$ cat src/rtl/dcache_ctrl_if.sv
// rtl/dcache_ctrl_if.sv - core, cache-array and memory-bus signals of the data-cache controller
interface dcache_ctrl_if #(
  parameter int IDX_BITS     = 5,
  parameter int TAG_BITS     = 8,
  parameter int MEM_TAG_BITS = 4
);
  logic                    req_valid;
  logic                    req_wr;
  logic [63:0]             req_addr;
  logic [63:0]             req_data;
  logic                    req_ready;
  logic                    rsp_valid;
  logic [63:0]             rsp_data;

  logic                    dc_en;
  logic                    dc_wr_en;
  logic [IDX_BITS-1:0]     dc_wr_idx;
  logic [TAG_BITS-1:0]     dc_wr_tag;
  logic [63:0]             dc_wr_data;
  logic [IDX_BITS-1:0]     dc_rd_idx;
  logic [TAG_BITS-1:0]     dc_rd_tag;
  logic [63:0]             dc_rd_data;
  logic                    dc_rd_valid;

  logic [1:0]              proc2mem_command;
  logic [63:0]             proc2mem_addr;
  logic [63:0]             proc2mem_data;
  logic [MEM_TAG_BITS-1:0] mem2proc_response;
  logic [63:0]             mem2proc_data;
  logic [MEM_TAG_BITS-1:0] mem2proc_tag;

  modport slave (
    input  req_valid, req_wr, req_addr, req_data,
    output req_ready, rsp_valid, rsp_data,
    output dc_en, dc_wr_en, dc_wr_idx, dc_wr_tag, dc_wr_data, dc_rd_idx, dc_rd_tag,
    input  dc_rd_data, dc_rd_valid,
    output proc2mem_command, proc2mem_addr, proc2mem_data,
    input  mem2proc_response, mem2proc_data, mem2proc_tag
  );

  modport master (
    output req_valid, req_wr, req_addr, req_data,
    input  req_ready, rsp_valid, rsp_data,
    input  dc_en, dc_wr_en, dc_wr_idx, dc_wr_tag, dc_wr_data, dc_rd_idx, dc_rd_tag,
    output dc_rd_data, dc_rd_valid,
    input  proc2mem_command, proc2mem_addr, proc2mem_data,
    output mem2proc_response, mem2proc_data, mem2proc_tag
  );
endinterface

$ cat src/rtl/dcache_ctrl.sv
// rtl/dcache_ctrl.sv - blocking write-through, write-allocate data-cache controller
module dcache_ctrl #(
  parameter int IDX_BITS     = 5,
  parameter int TAG_BITS     = 8,
  parameter int MEM_TAG_BITS = 4
) (
  input  logic        clock,
  input  logic        reset_n,
  dcache_ctrl_if.slave bus
);
  localparam logic [1:0] CMD_NONE  = 2'd0;
  localparam logic [1:0] CMD_LOAD  = 2'd1;
  localparam logic [1:0] CMD_STORE = 2'd2;

  typedef enum logic [1:0] {IDLE, LD_REQ, LD_WAIT, ST_REQ} state_t;

  state_t                  state;
  logic [63:3]             addr_q;
  logic                    wr_q;
  logic [63:0]             data_q;
  logic [MEM_TAG_BITS-1:0] miss_tag;
  logic                    rsp_valid_q;
  logic [63:0]             rsp_data_q;

  logic accept;
  logic tag_hit;
  logic st_ack;

  assign accept  = bus.req_valid && (state == IDLE);
  // A zero miss tag means no load is outstanding, so a reply tagged 0 never completes a miss.
  assign tag_hit = (state == LD_WAIT) && (miss_tag != '0) && (bus.mem2proc_tag == miss_tag);
  assign st_ack  = (state == ST_REQ) && (bus.mem2proc_response != '0);

  assign bus.req_ready = (state == IDLE);
  assign bus.rsp_valid = rsp_valid_q;
  assign bus.rsp_data  = rsp_data_q;

  assign bus.dc_rd_idx  = bus.req_addr[IDX_BITS+2:3];
  assign bus.dc_rd_tag  = bus.req_addr[TAG_BITS+IDX_BITS+2:IDX_BITS+3];
  assign bus.dc_wr_idx  = addr_q[IDX_BITS+2:3];
  assign bus.dc_wr_tag  = addr_q[TAG_BITS+IDX_BITS+2:IDX_BITS+3];
  // Stores allocate their own data; load fills take the memory reply.
  assign bus.dc_wr_data = wr_q ? data_q : bus.mem2proc_data;

  assign bus.proc2mem_addr = {addr_q, 3'b000};
  assign bus.proc2mem_data = data_q;

  always_comb begin
    bus.dc_en            = 1'b0;
    bus.dc_wr_en         = 1'b0;
    bus.proc2mem_command = CMD_NONE;
    case (state)
      IDLE:    bus.dc_en = bus.req_valid;
      LD_REQ:  bus.proc2mem_command = CMD_LOAD;
      LD_WAIT: begin
        bus.dc_en    = tag_hit;
        bus.dc_wr_en = tag_hit;
      end
      ST_REQ:  begin
        bus.proc2mem_command = CMD_STORE;
        bus.dc_en            = st_ack;
        bus.dc_wr_en         = st_ack;
      end
      default: ;
    endcase
  end

  always_ff @(posedge clock or negedge reset_n) begin
    if (!reset_n) begin
      state       <= IDLE;
      addr_q      <= '0;
      wr_q        <= 1'b0;
      data_q      <= '0;
      miss_tag    <= '0;
      rsp_valid_q <= 1'b0;
      rsp_data_q  <= '0;
    end else begin
      rsp_valid_q <= 1'b0;
      case (state)
        IDLE: begin
          if (accept) begin
            addr_q <= bus.req_addr[63:3];
            wr_q   <= bus.req_wr;
            data_q <= bus.req_data;
            if (bus.req_wr) begin
              state <= ST_REQ;
            end else if (bus.dc_rd_valid) begin
              rsp_valid_q <= 1'b1;
              rsp_data_q  <= bus.dc_rd_data;
            end else begin
              state <= LD_REQ;
            end
          end
        end
        LD_REQ: begin
          if (bus.mem2proc_response != '0) begin
            miss_tag <= bus.mem2proc_response;
            state    <= LD_WAIT;
          end
        end
        LD_WAIT: begin
          if (tag_hit) begin
            rsp_valid_q <= 1'b1;
            rsp_data_q  <= bus.mem2proc_data;
            state       <= IDLE;
          end
        end
        ST_REQ: begin
          if (st_ack) begin
            rsp_valid_q <= 1'b1;
            rsp_data_q  <= '0;
            state       <= IDLE;
          end
        end
        default: state <= IDLE;
      endcase
    end
  end
endmodule
$ cat src/flat_wrapper.sv
// flat-port wrapper written by rule: the top's interface ports become plain ports
module dcache_ctrl_flat 
#(
  parameter int IDX_BITS     = 5,
  parameter int TAG_BITS     = 8,
  parameter int MEM_TAG_BITS = 4
)
  (clock, reset_n, bus_req_valid, bus_req_wr, bus_req_addr, bus_req_data, bus_req_ready, bus_rsp_valid, bus_rsp_data, bus_dc_en, bus_dc_wr_en, bus_dc_wr_idx, bus_dc_wr_tag, bus_dc_wr_data, bus_dc_rd_idx, bus_dc_rd_tag, bus_dc_rd_data, bus_dc_rd_valid, bus_proc2mem_command, bus_proc2mem_addr, bus_proc2mem_data, bus_mem2proc_response, bus_mem2proc_data, bus_mem2proc_tag);
  dcache_ctrl_if #(.IDX_BITS(IDX_BITS), .TAG_BITS(TAG_BITS), .MEM_TAG_BITS(MEM_TAG_BITS)) bus_i ();
  input  logic clock;
  input  logic reset_n;
  input wire logic [$bits(bus_i.req_valid)-1:0] bus_req_valid;
  input wire logic [$bits(bus_i.req_wr)-1:0] bus_req_wr;
  input wire logic [$bits(bus_i.req_addr)-1:0] bus_req_addr;
  input wire logic [$bits(bus_i.req_data)-1:0] bus_req_data;
  output wire logic [$bits(bus_i.req_ready)-1:0] bus_req_ready;
  output wire logic [$bits(bus_i.rsp_valid)-1:0] bus_rsp_valid;
  output wire logic [$bits(bus_i.rsp_data)-1:0] bus_rsp_data;
  output wire logic [$bits(bus_i.dc_en)-1:0] bus_dc_en;
  output wire logic [$bits(bus_i.dc_wr_en)-1:0] bus_dc_wr_en;
  output wire logic [$bits(bus_i.dc_wr_idx)-1:0] bus_dc_wr_idx;
  output wire logic [$bits(bus_i.dc_wr_tag)-1:0] bus_dc_wr_tag;
  output wire logic [$bits(bus_i.dc_wr_data)-1:0] bus_dc_wr_data;
  output wire logic [$bits(bus_i.dc_rd_idx)-1:0] bus_dc_rd_idx;
  output wire logic [$bits(bus_i.dc_rd_tag)-1:0] bus_dc_rd_tag;
  input wire logic [$bits(bus_i.dc_rd_data)-1:0] bus_dc_rd_data;
  input wire logic [$bits(bus_i.dc_rd_valid)-1:0] bus_dc_rd_valid;
  output wire logic [$bits(bus_i.proc2mem_command)-1:0] bus_proc2mem_command;
  output wire logic [$bits(bus_i.proc2mem_addr)-1:0] bus_proc2mem_addr;
  output wire logic [$bits(bus_i.proc2mem_data)-1:0] bus_proc2mem_data;
  input wire logic [$bits(bus_i.mem2proc_response)-1:0] bus_mem2proc_response;
  input wire logic [$bits(bus_i.mem2proc_data)-1:0] bus_mem2proc_data;
  input wire logic [$bits(bus_i.mem2proc_tag)-1:0] bus_mem2proc_tag;
  assign bus_i.req_valid = bus_req_valid;
  assign bus_i.req_wr = bus_req_wr;
  assign bus_i.req_addr = bus_req_addr;
  assign bus_i.req_data = bus_req_data;
  assign bus_req_ready = bus_i.req_ready;
  assign bus_rsp_valid = bus_i.rsp_valid;
  assign bus_rsp_data = bus_i.rsp_data;
  assign bus_dc_en = bus_i.dc_en;
  assign bus_dc_wr_en = bus_i.dc_wr_en;
  assign bus_dc_wr_idx = bus_i.dc_wr_idx;
  assign bus_dc_wr_tag = bus_i.dc_wr_tag;
  assign bus_dc_wr_data = bus_i.dc_wr_data;
  assign bus_dc_rd_idx = bus_i.dc_rd_idx;
  assign bus_dc_rd_tag = bus_i.dc_rd_tag;
  assign bus_i.dc_rd_data = bus_dc_rd_data;
  assign bus_i.dc_rd_valid = bus_dc_rd_valid;
  assign bus_proc2mem_command = bus_i.proc2mem_command;
  assign bus_proc2mem_addr = bus_i.proc2mem_addr;
  assign bus_proc2mem_data = bus_i.proc2mem_data;
  assign bus_i.mem2proc_response = bus_mem2proc_response;
  assign bus_i.mem2proc_data = bus_mem2proc_data;
  assign bus_i.mem2proc_tag = bus_mem2proc_tag;
  dcache_ctrl #(.IDX_BITS(IDX_BITS), .TAG_BITS(TAG_BITS), .MEM_TAG_BITS(MEM_TAG_BITS)) u_core (.clock(clock), .reset_n(reset_n), .bus(bus_i));
endmodule
$ cat config.mk
export PLATFORM = sky130hd
export DESIGN_NAME = dcache_ctrl_flat
export DESIGN_NICKNAME = d
export VERILOG_FILES = /design/src/rtl/dcache_ctrl_if.sv /design/src/rtl/dcache_ctrl.sv /design/src/flat_wrapper.sv
export SDC_FILE = /design/constraint.sdc
export NUM_CORES = 1
export LEC_CHECK = 0
export CORE_AREA = 2 2 220 222
export DETAILED_ROUTE_END_ITERATION = 8
export DIE_AREA = 0 0 222 224
export GPL_ROUTABILITY_DRIVEN = 0
export GPL_TIMING_DRIVEN = 0
export HOLD_SLACK_MARGIN = 0.1
export SETUP_SLACK_MARGIN = 0.5
export SLEW_MARGIN = 5
export SYNTH_ARGS = -nofsm -noshare
export SYNTH_HDL_FRONTEND = slang
export SYNTH_SLANG_ARGS = --single-unit
$ cat constraint.sdc
create_clock -name clock -period 3.6 [get_ports clock]
set_clock_uncertainty 0.2 [all_clocks]
set_input_delay 0.72 -clock clock [delete_from_list [all_inputs] [get_ports clock]]
set_output_delay 0.72 -clock clock [all_outputs]
set_load 0.02 [all_outputs]
==> results of run 1 <==
-- synthesized netlist by cell type --
cell	count	area share, %
o22ai_1	62	4.0
and3_1	1	0.065
buf_12	6	1.2
dfrtp_1	197	51
o21bai_1	1	0.078
nand2_2	1	0.065
buf_6	1	0.12
nor2_2	1	0.065
nand4_2	1	0.13
mux2_2	79	9.2
a211oi_1	1	0.078
nand2_1	448	17
nor2b_1	2	0.13
a21oi_1	1	0.052
clkbuf_1	50	1.9
nand2b_1	1	0.065
buf_2	2	0.10
o21ai_0	3	0.16
inv_1	65	2.5
nor3_1	1	0.052
a31o_2	1	0.091
nand3_1	1	0.052
buf_4	30	2.3
and2b_1	1	0.078
a22o_1	4	0.36
buf_1	5	0.19
or4_4	1	0.12
nor4_1	1	0.065
conb_1	1	0.039
and2_1	2	0.13
xnor2_1	3	0.27
and3_4	1	0.12
mux2_4	49	7.6
-- routing by layer --
metal	up-vias	part of all wire, %
met5	-	0.036
met4	2	2.2
met3	51	6.4
met2	353	49
met1	4425	42
li1	4394	-
-- worst paths after layout --
kind	to	slack, ns	depth (start not counted)
setup / recovery	bus_dc_en	0.57	5
hold / removal	u_core.addr_q[62]	0.27	2
setup reg to reg	u_core.bus.rsp_data[58]	0.92	5
hold reg to reg	u_core.addr_q[62]	0.27	2
max in group asynchronous	u_core.addr_q[44]	1.87	3
min in group asynchronous	u_core.bus.proc2mem_data[0]	0.53	2
-- critical path: cells and delay by family --
family                 cells  cell delay (ns)
buffers and inverters      2             0.63
and+or+nand+nor            3             0.76
-- power by group --
group | internal [W] | leakage [nW] | switching (W)
clock network | 0.00103 | 0.285 | 0.000938
registers | 0.00328 | 2.44 | 0.000787
logic | 0.00429 | 5.17 | 0.00460
total | 0.00859 | 7.89 | 0.00632
-- area by class of cell --
class | count | area share [%]
multi-input combinational | 670 | 23.6
timing repair buffer | 554 | 33.2
sequential | 197 | 29.6
buffer | 94 | 3.99
tap | 615 | 4.63
inverter | 65 | 1.47
clock buffer | 21 | 2.89
clock inverter | 11 | 0.602
-- what timing repair did --
item / CTS / global route
resized for setup: 83 / 4
setup endpoints to repair: 66 / 5
hold endpoints to repair: 55 / 0
hold buffers: 1 / 0
buffers inserted: 1 / 0
pin swaps: 1 / 0
-- flip-flops by register name, summed over array words and instances (netlist names) --
signal                    count
u_core.addr_q                61
u_core.bus.proc2mem_data     64
u_core.bus.rsp_data          64
u_core.bus.rsp_valid          1
u_core.miss_tag               4
u_core.state                  2
u_core.wr_q                   1
-- through the flow --
step	instance area [um^2]	total power (W)	setup TNS (ns)	setup slack, ns	std cells
final	16600	0.0149	0	0.572	2227
after global routing	16600	0.0158	0	0.517	2227
after CTS	16600	0.0151	0	0.339	2227
after detailed placement	16000	0.0131	-11.68	-0.938	2193
after global placement	15900	0.0131	-1473.81	-7.45	2191
after floorplan	9670	0.00869	0	1.12	1026
-- logic make-up after synthesis --
family                 after synthesis
buffers and inverters              159
multiplexers                       128
AND/OR/NAND/NOR                    463
other                                1
XOR/XNOR                             3
flip-flops                         197
AO/OA/AOI/OAI                       73
==> impl_metrics.env, run 1 <==
export IMPL_outcome="finished clean"
export IMPL_synthSimpleGateAreaFrac_pct=18.5
export IMPL_dr_pass1_iters=5
export IMPL_cts_root_buf="clkbuf_16"
export IMPL_drtAntennaViolNets=0
export IMPL_final_common_cell="clkdlybuf4s50_1"
export IMPL_path_cells="clkdlybuf4s50_1, or4_4, nand2_2, nand3_1, buf_2"
export IMPL_path_clk_slew_ns=0.07
export IMPL_clock_path_buffers=2
export IMPL_grt_pass1_vias=9431
export IMPL_cts_tree="done"
export IMPL_grt_max_degree=83
export IMPL_most_common_layout_cells="clkdlybuf4s50_1, nand2_1, dfrtp_1"
export IMPL_fp_dieW_um=222
export IMPL_timing_rr_start="u_core.state[0]"
export IMPL_drt_iter0_drc=565
export IMPL_startpoint="bus_mem2proc_response[1]"
export IMPL_nets=1868
export IMPL_ioPinCount=557
export IMPL_place_hpwl_um=32900
export IMPL_syn_inst=1024
export IMPL_final_util_pct=35.1
export IMPL_clock_sinks=197
export IMPL_rows=80
export IMPL_endpoint_kind="primary output"
export IMPL_grt_pass1_wl_um=61500
export IMPL_ys_warn_count=0
export IMPL_antenna_found_initial=1
export IMPL_drv_slew=0
export IMPL_synthMuxAreaShare_pct=16.8
export IMPL_synth_xor_area_share_pct=0.272
export IMPL_worst_pin_slew_ns=1.04
export IMPL_die_h_um=224
export IMPL_grtUsageMet1_pct=20.4
export IMPL_dieArea_mm2=0.0497
export IMPL_drive_gt1_share_pct=13.7
export IMPL_rsz0062_at_grt="false"
export IMPL_syn2layout_area_growth_pct=72.2
export IMPL_powerDensity_mw_per_mm2=897
export IMPL_postSynthAreaPerCell_um2=9.43
export IMPL_max_stage_delay_ns=0.57
export IMPL_synth_compound_area_share_pct=4.83
export IMPL_synth_top_family_by_area="simple AND/OR/NAND/NOR gates"
export IMPL_via_count=9225
export IMPL_hold_viol=0
export IMPL_track_usage_pct=16.8
export IMPL_path_class="input port to primary output"
export IMPL_regArea_mm2=0.00493
export IMPL_synth_seq_cells=197
export IMPL_port_buffers=550
export IMPL_n_fill_cell=4856
export IMPL_cp_required_ns=2.68
export IMPL_vias_per_cell=4.14
export IMPL_synth_adder_area_share_pct=0
export IMPL_max_slew_margin_rel_pct=30.5
export IMPL_hp_start="u_core.addr_q[62]"
export IMPL_synth_area_mm2=0.00966
export IMPL_core_mm2=0.0473
export IMPL_finalCriticalPeriod_ns=3.03
export IMPL_max_freq_mhz=330
export IMPL_use_met2_pct=28.4
export IMPL_route_detailed_drc=0
export IMPL_p_leak_nw=7.89
export IMPL_cts_made_buffers=17
export IMPL_yosysSeqAreaShare_pct=51.0
export IMPL_multi_input_area_mm2=0.00393
export IMPL_drv_cap=0
export IMPL_hold_slack_ns=0.271
export IMPL_max_vdd_ir_drop_uv=477
export IMPL_clk_latency_ns=0.49
export IMPL_setup_viol=0
export IMPL_cts_htree_levels=4
export IMPL_cp_start_kind="input port"
export IMPL_cp_max_fo=3
export IMPL_wl_per_cell_um=18.8
export IMPL_grtUsageMet3_pct=4.58
export IMPL_critPathArrivalTime_ns=2.11
export IMPL_hp_class="flip-flop to flip-flop"
export IMPL_diodes=0
export IMPL_crit_slowest_cell="or4_4"
export IMPL_gr_total_overflow=0
export IMPL_wl_um=41900
export IMPL_yosysUniqueCellTypes=33
export IMPL_start_util_pct=20.4
export IMPL_min_period_over_period_pct=84.1
export IMPL_busiest_layer="met2"
Note: power is estimated with default switching activity, not from simulation.
==> run 2, diff against run 1 <==
--- a/config.mk
+++ b/config.mk
@@ -5,9 +5,9 @@
 export SDC_FILE = /design/constraint.sdc
 export NUM_CORES = 1
 export LEC_CHECK = 0
-export CORE_AREA = 2 2 220 222
+export CORE_AREA = 2 2 215 217
 export DETAILED_ROUTE_END_ITERATION = 8
-export DIE_AREA = 0 0 222 224
+export DIE_AREA = 0 0 217 219
 export GPL_ROUTABILITY_DRIVEN = 0
 export GPL_TIMING_DRIVEN = 0
 export HOLD_SLACK_MARGIN = 0.1
==> constraint.sdc (replaced) <==
create_clock -name clock -period 2.9 [get_ports clock]
set_clock_uncertainty 0.2 [all_clocks]
set_input_delay 0.58 -clock clock [delete_from_list [all_inputs] [get_ports clock]]
set_output_delay 0.58 -clock clock [all_outputs]
set_load 0.02 [all_outputs]
==> run 2 against run 1 <==
Effect of this change:
- via count rose by 1.1%
- die area decreased by 4.4%
- sequential cell count unchanged
==> impl_metrics.env, run 2 (synthesized netlist as in run 1, its figures left out) <==
export IMPL_drt_iter0_drc=425
export IMPL_route_detailed_drc=0
export IMPL_path_class="flip-flop to primary output"
export IMPL_wl_um=42300
export IMPL_drive_gt1_share_pct=18.9
export IMPL_place_hpwl_um=32300
export IMPL_die_h_um=219
export IMPL_cp_required_ns=2.12
export IMPL_clock_path_buffers=2
export IMPL_grt_pass1_wl_um=61200
export IMPL_grt_max_degree=102
export IMPL_max_slew_margin_rel_pct=43.4
export IMPL_stdcell_area_mm2=0.0172
export IMPL_worst_pin_slew_ns=0.849
export IMPL_min_period_over_period_pct=91.8
export IMPL_hold_viol=0
export IMPL_via_count=9323
export IMPL_crit_slowest_cell="dfrtp_2"
export IMPL_vias_per_cell=4.18
export IMPL_path_cells="clkbuf_16, buf_12, clkbuf_16, mux2_4, buf_6"
export IMPL_critPathArrivalTime_ns=1.88
export IMPL_gr_total_overflow=0
export IMPL_cts_root_buf="clkbuf_16"
export IMPL_path_clk_slew_ns=0.07
export IMPL_hp_class="flip-flop to flip-flop"
export IMPL_syn2layout_area_growth_pct=78.3
export IMPL_drv_cap=0
export IMPL_dieArea_mm2=0.0475
export IMPL_start_util_pct=21.4
export IMPL_outcome="finished clean"
export IMPL_p_leak_nw=8.40
export IMPL_dp_slack_ns=-1.26
export IMPL_cp_top_family="buffers and inverters"
export IMPL_cts_tree="done"
export IMPL_max_vdd_ir_drop_uv=577
export IMPL_endpoint_kind="primary output"
export IMPL_crit_buf_inv=4
export IMPL_drtAntennaViolNets=0
export IMPL_cts_htree_levels=4
export IMPL_rsz0062_at_grt="true"
export IMPL_setup_viol=0
export IMPL_clock_sinks=197
export IMPL_most_common_layout_cells="nand2_1, clkdlybuf4s50_1, dfrtp_1"
export IMPL_crit_top_cell="clkbuf_16"
export IMPL_max_freq_mhz=376
export IMPL_port_buffers=550
export IMPL_finalCriticalPeriod_ns=2.66
export IMPL_placed_cells=2177
export IMPL_regArea_mm2=0.00493
export IMPL_ioPinCount=557
export IMPL_fin_cells=2230
export IMPL_multi_input_area_mm2=0.00412
export IMPL_wl_per_cell_um=19.0
export IMPL_antenna_found_initial=1
export IMPL_nets=1886
export IMPL_final_util_pct=38.2
export IMPL_max_stage_delay_ns=0.47
export IMPL_track_usage_pct=17.5
export IMPL_cp_max_fo=5
export IMPL_drv_slew=0
export IMPL_rows=78
export IMPL_clk_latency_ns=0.49
export IMPL_n_fill_cell=4553
export IMPL_cp_start_kind="flip-flop"
export IMPL_cts_made_buffers=17
export IMPL_place_area_mm2=0.0160
export IMPL_p_total_w=0.0196
export IMPL_fp_dieW_um=217
export IMPL_core_mm2=0.0451
export IMPL_setup_slack_ns=0.239
export IMPL_grt_pass1_vias=9612
export IMPL_powerDensity_mw_per_mm2=1140
export IMPL_diodes=0
export IMPL_dr_pass1_iters=4
export IMPL_final_common_cell="nand2_1"
## run 2: worst register-to-register path, delay by kind of cell, from the launching register on
family	cells	cell delay, ns
buffers and inverters	4	0.64
DFF	1	0.38
muxes	1	0.30
and+or+nand+nor	4	0.67
## run 2: layout make-up
| cell class | count | area share, % |
|---|---|---|
| Timing Repair Buffer | 572 | 33.6 |
| Sequential cell | 197 | 28.6 |
| Multi-Input combinational cell | 670 | 23.9 |
| Buffer | 94 | 4.39 |
| Tap cell | 600 | 4.36 |
| Clock buffer | 18 | 2.55 |
| Inverter | 65 | 1.42 |
| Clock inverter | 14 | 1.14 |
## run 2: worst paths after layout
| path | startpoint | end | slack (ns) | cells past startpoint |
|---|---|---|---|---|
| min in group asynchronous | reset_n | u_core.addr_q[33] | 0.50 | 2 |
| hold reg to reg | u_core.addr_q[53] | u_core.addr_q[53] | 0.28 | 2 |
| setup / recovery | u_core.wr_q | bus_dc_wr_data[36] | 0.24 | 5 |
| setup reg to reg | u_core.state[0] | u_core.bus.rsp_data[61] | 0.58 | 9 |
| hold / removal | u_core.addr_q[53] | u_core.addr_q[53] | 0.28 | 2 |
| max in group asynchronous | reset_n | u_core.bus.rsp_data[46] | 1.00 | 3 |
## run 2: metrics by stage
| stage | TNS [ns] | hold slack, ns |
|---|---|---|
| after floorplan | 0 | 0.0844 |
| after global placement | -1594.56 | 0.259 |
| after detailed placement | -47.02 | 0.261 |
| after CTS | 0 | 0.253 |
| after global routing | 0 | 0.301 |
| final | 0 | 0.276 |
## run 2: layer usage
layer	part of all wire, %	vias to the layer above	GRT usage, %	wire, um
li1	-	4430	-	-
met1	42	4536	21.4	17800
met2	50	315	29.6	21200
met3	6.0	42	4.67	2530
met4	1.8	0	6.03	765
met5	0	-	0	0
## run 2: power by group
group / internal (W) / total [W] / switching (W)
Combinational: 0.00591 / 0.0119 / 0.00597
Clock: 0.00148 / 0.00265 / 0.00118
Sequential: 0.00407 / 0.00506 / 0.000983
## run 2: timing repair
action                                  CTS  global route
endpoints found under the setup margin  278            74
gates cloned                              4             2
hold buffers                              1             0
setup buffers                             9             5
resized for setup                       391           111
pin swaps                                 4             2
endpoints found under the hold margin   100             0
==> run 3, diff against run 2 <==
--- a/config.mk
+++ b/config.mk
@@ -5,11 +5,11 @@
 export SDC_FILE = /design/constraint.sdc
 export NUM_CORES = 1
 export LEC_CHECK = 0
-export CORE_AREA = 2 2 215 217
+export CORE_AREA = 2 2 214 216
 export DETAILED_ROUTE_END_ITERATION = 8
-export DIE_AREA = 0 0 217 219
+export DIE_AREA = 0 0 216 218
 export GPL_ROUTABILITY_DRIVEN = 0
-export GPL_TIMING_DRIVEN = 0
+export GPL_TIMING_DRIVEN = 1
 export HOLD_SLACK_MARGIN = 0.1
 export SETUP_SLACK_MARGIN = 0.5
 export SLEW_MARGIN = 5
==> run 3 against run 2 <==
Effect of this change:
- hold slack lost 0.00067 ns
- combinational power down 4%
- critical path depth stayed put
- register-to-register slack improved by 0.02 ns
- clock-buffer cell count grew 1
- wire length fell by 6.1%
- final area decreased by 3.2%
- maximum frequency up 0.86%
- largest power group unchanged
==> impl_metrics.env, run 3 (synthesized netlist as in run 1, its figures left out) <==
export IMPL_holdPathStages=2
export IMPL_path_class="flip-flop to primary output"
export IMPL_vias_per_cell=4.21
export IMPL_grt_pass1_vias=9352
export IMPL_reg2reg_depth=7
export IMPL_cts_made_buffers=17
export IMPL_route_detailed_drc=0
export IMPL_max_freq_mhz=379
export IMPL_cts_root_buf="clkbuf_16"
export IMPL_setup_viol=0
export IMPL_fp_dieW_um=216
export IMPL_rows=78
export IMPL_cts_tree="done"
export IMPL_nets=1814
export IMPL_start_util_pct=21.5
export IMPL_finalCriticalPeriod_ns=2.64
export IMPL_path_clk_slew_ns=0.07
export IMPL_endpoint_kind="primary output"
export IMPL_power_share_combinational_pct=59.8
export IMPL_drtAntennaViolNets=0
export IMPL_rsz0062_at_grt="true"
export IMPL_clock_sinks=197
export IMPL_drt_iter0_drc=390
export IMPL_startpoint="u_core.wr_q"
export IMPL_port_buffers=550
export IMPL_gr_total_overflow=0
export IMPL_n_fill_cell=4496
export IMPL_p_int_w=0.0112
export IMPL_grt_max_degree=128
export IMPL_setup_slack_ns=0.262
export IMPL_drive_gt1_share_pct=18.5
export IMPL_power_frac_seq_pct=26.6
export IMPL_p_sw_w=0.00786
export IMPL_hp_start="u_core.addr_q[30]"
export IMPL_placed_cells=2109
export IMPL_multi_input_area_mm2=0.00400
export IMPL_dieArea_mm2=0.0471
export IMPL_p_clk_share_pct=13.6
export IMPL_core_mm2=0.0449
export IMPL_dp_slack_ns=-0.249
export IMPL_die_h_um=218
export IMPL_grt_pass1_wl_um=57900
export IMPL_hold_viol=0
export IMPL_clock_path_buffers=2
export IMPL_cp_max_fo=8
export IMPL_worst_pin_slew_ns=0.869
export IMPL_via_count=9077
export IMPL_clk_latency_ns=0.49
export IMPL_min_period_over_period_pct=91.0
export IMPL_cts_htree_levels=4
export IMPL_timing_rr_start="u_core.state[1]"
export IMPL_p_leak_nw=7.98
export IMPL_cp_start_kind="flip-flop"
export IMPL_wl_um=39700
export IMPL_hp_class="flip-flop to flip-flop"
export IMPL_ioPinCount=557
export IMPL_track_usage_pct=16.5
export IMPL_swShare_pct=41.3
export IMPL_fin_cells=2155
export IMPL_syn2layout_area_growth_pct=72.6
export IMPL_place_hpwl_um=27900
export IMPL_regArea_mm2=0.00494
export IMPL_dr_pass1_iters=5
export IMPL_max_slew_margin_rel_pct=42.1
export IMPL_most_common_layout_cells="clkdlybuf4s50_1, nand2_1, dfrtp_1"
export IMPL_diodes=0
export IMPL_drv_slew=0
export IMPL_cp_required_ns=2.12
export IMPL_final_common_cell="clkdlybuf4s50_1"
export IMPL_powerDensity_mw_per_mm2=1140
export IMPL_drv_cap=0
export IMPL_antenna_found_initial=3
export IMPL_outcome="finished clean"
export IMPL_max_vdd_ir_drop_uv=548
export IMPL_critPathArrivalTime_ns=1.86
export IMPL_wl_per_cell_um=18.4
[run 3: timing repair]
action                     CTS  global route
resized for setup          421            10
setup endpoints to repair   96            71
hold buffers                 1             0
hold endpoints to repair    49             0
gates cloned                 6             0
setup buffers                9             1
pin swaps                    2             1
[run 3: critical path: stages (launching register included)]
cell,delay (ns)
dfrtp_4,0.51
buf_12,0.16
buf_12,0.13
buf_16,0.14
mux2_2,0.28
buf_6,0.13
[run 3: worst paths after layout]
check | to | slack (ns)
max | bus_dc_wr_data[18] | 0.26
max reg2reg | u_core.bus.rsp_data[2] | 0.60
max in group asynchronous | u_core.bus.proc2mem_data[49] | 1.36
min reg2reg | u_core.addr_q[30] | 0.28
min | u_core.addr_q[30] | 0.28
min in group asynchronous | u_core.bus.proc2mem_data[7] | 0.43
[run 3: metrics by stage]
step	total power [W]	hold slack, ns	utilization [%]	TNS (ns)	area [um^2]
finish	0.0190	0.275	37.1	0	16700
global route	0.0201	0.298	37.1	0	16700
CTS	0.0193	0.281	37.1	0	16600
detailed placement	0.0159	0.263	35.0	-2.65	15700
global placement	0.0158	0.256	35.0	-2.46	15700
floorplan	0.0108	0.0844	-	0	9670
[run 3: power by group through the flow]
stage | logic, W | clock network [W] | registers [W]
after floorplan | 0.00439 | 0 | 0.00641
after global placement | 0.0107 | 0 | 0.00507
after detailed placement | 0.0108 | 0 | 0.00512
after CTS | 0.0115 | 0.00270 | 0.00506
after global routing | 0.0120 | 0.00278 | 0.00523
final | 0.0114 | 0.00258 | 0.00507
[run 3: routing by layer]
layer	part of all wire, %	global-route usage [%]
met1	41	19.6
met3	6.7	5.01
met5	0	0
met4	2.5	6.60
met2	49	28.0
[run 3: cell type report]
type | count | share of cell area [%]
Clock buffer | 19 | 2.72
Clock inverter | 10 | 0.938
Inverter | 65 | 1.46
Multi-Input combinational cell | 670 | 24.0
Sequential cell | 197 | 29.6
Tap cell | 600 | 4.50
Timing Repair Buffer | 594 | 36.7
